### config.mk
export PLATFORM = sky130hd
export DESIGN_NAME = instr_fetch
export DESIGN_NICKNAME = d
export VERILOG_FILES = /design/src/rtl/proc_pkg.sv /design/src/rtl/next_pc_calc.sv /design/src/rtl/instr_fetch.sv
export SDC_FILE = /design/constraint.sdc
export NUM_CORES = 1
export LEC_CHECK = 0
export CAP_MARGIN = 20
export CORE_MARGIN = 2
export CORE_UTILIZATION = 39
export CTS_CLUSTER_DIAMETER = 200
export DETAILED_ROUTE_END_ITERATION = 16
export PLACE_DENSITY = 0.82
export SYNTH_ARGS = -nofsm -noshare
export SYNTH_HDL_FRONTEND = slang
export SYNTH_SLANG_ARGS = --single-unit
### constraint.sdc
create_clock -name clk -period 3.4 [get_ports clk]
set_input_delay 0.68 -clock clk [delete_from_list [all_inputs] [get_ports clk]]
set_output_delay 0.68 -clock clk [all_outputs]
set_load 0.02 [all_outputs]
### src/rtl/proc_pkg.sv
// Shared processor definitions: opcodes, instruction field positions, fetch FSM states.
package proc_pkg;

  localparam logic [5:0] OP_RTYPE = 6'h00;
  localparam logic [5:0] OP_J     = 6'h02;
  localparam logic [5:0] OP_JAL   = 6'h03;
  localparam logic [5:0] OP_BEQ   = 6'h04;

  localparam int OPC_MSB = 31;
  localparam int OPC_LSB = 26;
  localparam int IMM_MSB = 15;
  localparam int IMM_LSB = 0;

  typedef enum logic [1:0] {
    S_IDLE,
    S_FETCH,
    S_EXEC,
    S_HALT
  } fetch_state_t;

endpackage

### src/rtl/next_pc_calc.sv
// Next-PC select and adders, purely combinational (0 cycles); priority jr > j > taken branch > pc+1.
module next_pc_calc
  import proc_pkg::*;
#(
  parameter int ADDR_W = 10
) (
  input  logic [ADDR_W-1:0] pc,
  input  logic [31:0]       instr,
  input  logic [31:0]       reg_target,
  input  logic              jump,
  input  logic              jump_reg,
  input  logic              branch,
  input  logic              branch_taken,
  output logic [ADDR_W-1:0] pc_plus1,
  output logic [ADDR_W-1:0] next_pc
);

  logic [15:0]       imm;
  logic [ADDR_W-1:0] imm_sext;
  logic              unused_bits;

  assign imm = instr[IMM_MSB:IMM_LSB];

  // Sign-extend or truncate the 16-bit offset to ADDR_W; wrap-around is intended.
  always_comb begin
    imm_sext = '0;
    for (int i = 0; i < ADDR_W; i++) imm_sext[i] = imm[(i < 16) ? i : 15];
  end

  assign pc_plus1 = pc + ADDR_W'(1);

  always_comb begin
    next_pc = pc_plus1;
    if (jump_reg)                 next_pc = reg_target[ADDR_W-1:0];
    else if (jump)                next_pc = instr[ADDR_W-1:0];
    else if (branch && branch_taken) next_pc = pc_plus1 + imm_sext;
  end

  assign unused_bits = ^{instr, reg_target};

endmodule

### src/rtl/instr_fetch.sv
// Instruction fetch FSM: request imem at pc, hold instr during EXEC (stall freezes it), minimum 2 cycles fetch-to-EXEC.
// Optional FETCH_TIMEOUT_EN: fault and halt after TIMEOUT un-acked FETCH cycles.
module instr_fetch
  import proc_pkg::*;
#(
  parameter int ADDR_W  = 10,
  parameter int TIMEOUT = 255
) (
  input  logic              clk,
  input  logic              rst,
  input  logic              start,
  input  logic              Jump,
  input  logic              JumpReg,
  input  logic              Branch,
  input  logic              Stop,
  input  logic              JAL,
  input  logic              branch_taken,
  input  logic [31:0]       reg_target,
  input  logic              stall,
  output logic              imem_req,
  output logic [ADDR_W-1:0] imem_addr,
  input  logic [31:0]       imem_rdata,
  input  logic              imem_ack,
  output logic [31:0]       instr,
  output logic [5:0]        opcode,
  output logic              instr_valid,
  output logic [ADDR_W-1:0] pc,
  output logic [ADDR_W-1:0] pc_link,
  output logic              halted,
  output logic              fault
);

  fetch_state_t      state, state_nx;
  logic [ADDR_W-1:0] pc_nx, pc_plus1, target;
  logic [31:0]       instr_nx;
  logic              timeout_hit;
  logic              unused_jal;

  next_pc_calc #(.ADDR_W(ADDR_W)) u_next_pc (
    .pc          (pc),
    .instr       (instr),
    .reg_target  (reg_target),
    .jump        (Jump),
    .jump_reg    (JumpReg),
    .branch      (Branch),
    .branch_taken(branch_taken),
    .pc_plus1    (pc_plus1),
    .next_pc     (target)
  );

`ifdef FETCH_TIMEOUT_EN
  localparam int CNT_W = $clog2(TIMEOUT + 1);
  logic [CNT_W-1:0] cnt;
  logic             fault_q;

  assign timeout_hit = (state == S_FETCH) && !imem_ack && (cnt == CNT_W'(TIMEOUT - 1));

  always_ff @(posedge clk) begin
    if (rst) begin
      cnt     <= '0;
      fault_q <= 1'b0;
    end else begin
      if (state == S_FETCH && !imem_ack) cnt <= cnt + 1'b1;
      else                               cnt <= '0;
      if (timeout_hit)                   fault_q <= 1'b1;
      else if (state == S_HALT && start) fault_q <= 1'b0;
    end
  end

  assign fault = fault_q;
`else
  logic [31:0] unused_timeout;
  assign unused_timeout = TIMEOUT;
  assign timeout_hit    = 1'b0;
  assign fault          = 1'b0;
`endif

  always_comb begin
    state_nx = state;
    pc_nx    = pc;
    instr_nx = instr;
    unique case (state)
      S_IDLE, S_HALT: begin
        if (start) begin
          pc_nx    = '0;
          state_nx = S_FETCH;
        end
      end
      S_FETCH: begin
        if (imem_ack) begin
          instr_nx = imem_rdata;
          state_nx = S_EXEC;
        end else if (timeout_hit) begin
          state_nx = S_HALT;
        end
      end
      S_EXEC: begin
        if (!stall) begin
          if (Stop) begin
            state_nx = S_HALT;
          end else begin
            pc_nx    = target;
            state_nx = S_FETCH;
          end
        end
      end
      default: state_nx = S_IDLE;
    endcase
  end

  always_ff @(posedge clk) begin
    if (rst) begin
      state <= S_IDLE;
      pc    <= '0;
      instr <= '0;
    end else begin
      state <= state_nx;
      pc    <= pc_nx;
      instr <= instr_nx;
    end
  end

  assign imem_req    = (state == S_FETCH);
  assign imem_addr   = pc;
  assign instr_valid = (state == S_EXEC);
  assign halted      = (state == S_HALT);
  assign opcode      = instr[OPC_MSB:OPC_LSB];
  assign pc_link     = pc_plus1;
  assign unused_jal  = JAL;

endmodule

==> flow_summary_export.csv <==
group,metric,value,unit
logic_synthesis,yosysTopAreaCell,"dfxtp_1",
drt,routed_wl,7540,microns
drt,drc,0,
power_and_ir_drop,p_leak,1.474,nW
global_route,grt_max_degree,45,
final_layout,fillers,552,
clock_tree,cts_made_buffers,5,
logic_synthesis,synthCells,336,
logic_synthesis,yosysUniqueCellTypes,48,
global_route,overflow,0,
drt,viasPerCell,5.235,
clock_tree,cts_resized,0,
die,die_area,7265,sq um
clock_tree,cts_buffer_depth,2,
logic_synthesis,async_flop_share,0,%
die,rows,29,
setup_path,cp.required,3.57,ns
timing,rsz0062_at_grt,"false",
logic_synthesis,syn-num-nets,427,
global_route,antenna_found_initial,0,
clock_tree,cts.reportedPaths.clkPinSlew,0.09,ns
logic_synthesis,ys_seq_elements,44,
setup_path,critPathMaxFanout,10,
drt,drt-wirelength-per-cell,14.78,microns
final_layout,final_layout_size_suffix_gt1_share,4.157,%
logic_synthesis,yosys-top-cells-area,"dfxtp_1 34%, nand2_1 12%, a21oi_1 8.6%",
clock_tree,cts-root-buf,"clkbuf_8",
timing,setup_viol,0,
global_route,grt_pass1_vias,2604,
logic_synthesis,synth.cell_area,2574,sq um
placement,routabilityCongestion,0.8601,
final_layout,regArea,880.8,sq um
setup_path,end_kind,"flip-flop",
placement,hpwl,5831,microns
timing,final_max_slew_viol_count,0,
timing,tightest_slew,0.8031,ns
final_layout,fin_nets,523,
drt,drtPass1Iterations,4,
logic_synthesis,synthTopCellsByCount,"82 x nand2_1, 44 x a21oi_1, 44 x dfxtp_1",
placement,place_ws,0.4818,ns
die,die_y,85.24,microns
timing,fin_skew,0.006185,ns
final_layout,multi_input_comb_area,1463,sq um
power_and_ir_drop,powerDensity,335.5,nW/um^2
die,core_area,6350,sq um
setup_path,arrival,3.12,ns
timing,fin_crit_sh,86.74,%
setup_path,crit_start,"imem_addr[0]",
clock_tree,cts_tree,"yes",
hold_path,min_path_type,"flip-flop to flip-flop",
timing,fmax,0.3391,GHz
clock_tree,clk_latency,0.30,ns
drt,vias,2670,
die,start_util,40.53,%
clock_tree,ctsHoldBuffers,0,
timing,setup_ws,0.4507,ns
power_and_ir_drop,peakVddDrop,0.0003798,V
logic_synthesis,synth_edf_count,0,
die,io_pins,147,
hold_path,min_from,"instr[25]",
logic_synthesis,syn_area_per_cell,7.660,sq um
final_layout,n_antenna_cell,0,
run_status,status,"finished clean",
logic_synthesis,synthFlopType,"dfxtp_1",
setup_path,reg2reg_from,"imem_addr[0]",
timing,maxSlewHeadroom,46.10,%
drt,drt-initial-drc-count,114,
die,die_x,85.24,microns
placement,numPortBuffers,122,
final_layout,areaGrowthSynthToFinish,49.44,%
drt,ant_nets,0,
clock_tree,post_cts_buffers,0,
clock_tree,clock_sinks,44,
logic_synthesis,yosysWarningCount,0,
logic_synthesis,synth.most_common_cell,"nand2_1",
timing,finalHoldViolCount,0,
global_route,grt_usage,20.70,%
job,cap_violations,0,
clock_tree,cts_htree_levels,2,
logic_synthesis,synthDominantCellAreaShare,34.22,%
global_route,grt_pass1_wl,12330,microns
timing,finalCriticalPeriod,2.949,ns
timing,setup_tns,0,ns
setup_path,critical_path_class,"flip-flop to flip-flop",
logic_synthesis,yosysSeqAreaShare,34.22,%
setup_path,start_kind,"flip-flop",
-- routing by layer --
| metal | vias to the layer above | routed length, microns | track usage [%] |
|---|---|---|---|
| met5 | - | 0 | 0 |
| met4 | 0 | 150 | 8.802 |
| met3 | 12 | 470 | 3.599 |
| met2 | 97 | 3791 | 35.94 |
| met1 | 1221 | 3127 | 25.11 |
| li1 | 1340 | - | - |
-- cells by family (layout without fill, tap and decap cells) --
family / after synthesis / after routing / share of synthesized area (%)
and+or+nand+nor: 128 / 128 / 21.78
AOI/OAI and AO/OA: 89 / 89 / 21.73
DFF: 44 / 44 / 34.22
buffers and inverters: 44 / 141 / 8.945
adders and majority gates: 16 / 16 / 8.070
xor gates and xnor gates: 13 / 13 / 4.716
other: 1 / 1 / 0.1457
muxes: 1 / 1 / 0.3889
-- worst paths after layout --
kind	to	cells after the start	slack, ns
hold reg to reg	instr[25]	2	0.46
setup reg to reg	imem_addr[7]	9	0.45
hold / removal	instr[25]	2	0.46
setup / recovery	imem_addr[7]	9	0.45
-- report_power, final --
group	internal, W	switching, W
Combinational	0.000157	0.000164
Clock	0.000218	0.000186
Sequential	0.000542	0.0000239
-- through the flow --
stage                     instance area (sq um)  hold slack, ns  util [%]  power (W)  std cells
after floorplan                            2574          0.4647         -  0.0007446        336
after detailed placement                   3707          0.4456     58.38  0.0008911        501
after global routing                       3846          0.4785     60.57   0.001350        510
final                                      3846          0.4554     60.57   0.001290        510
after global placement                     3707          0.4413     58.38  0.0008844        501
after CTS                                  3819          0.4579     60.14   0.001293        509
-- state kept, by name (all words and copies together), names as in the netlist --
| signal | flops |
|---|---|
| imem_addr | 10 |
| instr | 32 |
| state | 2 |
-- placed cells by master (no fill, tap or decap), drive strengths merged, types with 2 or more instances in the layout --
master,instances
nand2b,3
clkinv,2
inv,7
clkbuf,5
or3,2
a22oi,7
o211ai,3
and4,2
xnor2,8
nand2,82
a221oi,2
o22ai,2
ha,15
nand3,6
and2,5
buf,3
dfxtp,44
o32ai,3
nand4,5
nor2,15
a21oi,44
a311oi,2
o21ai,9
a21o,7
and3,3
xor2,5
clkdlybuf4s50,122
-- critical path, cell delays in order (launching register included) --
cell and delay [ns]:
dfxtp_1 0.54, ha_1 0.31, nand3_1 0.12, xnor2_1 0.26, ha_1 0.33, a21oi_1 0.33, a21oi_1 0.14, or3_1 0.32
a311oi_1 0.34, o32ai_1 0.13
-- layout make-up --
cell class	instances	area share [%]
multi-input combinational	248	38.03
tap	77	2.505
clock inverter	3	1.106
inverter	8	0.8133
timing repair buffer	125	32.86
clock buffer	5	1.789
sequential	44	22.90
Power figures use the tool's default switching activity.
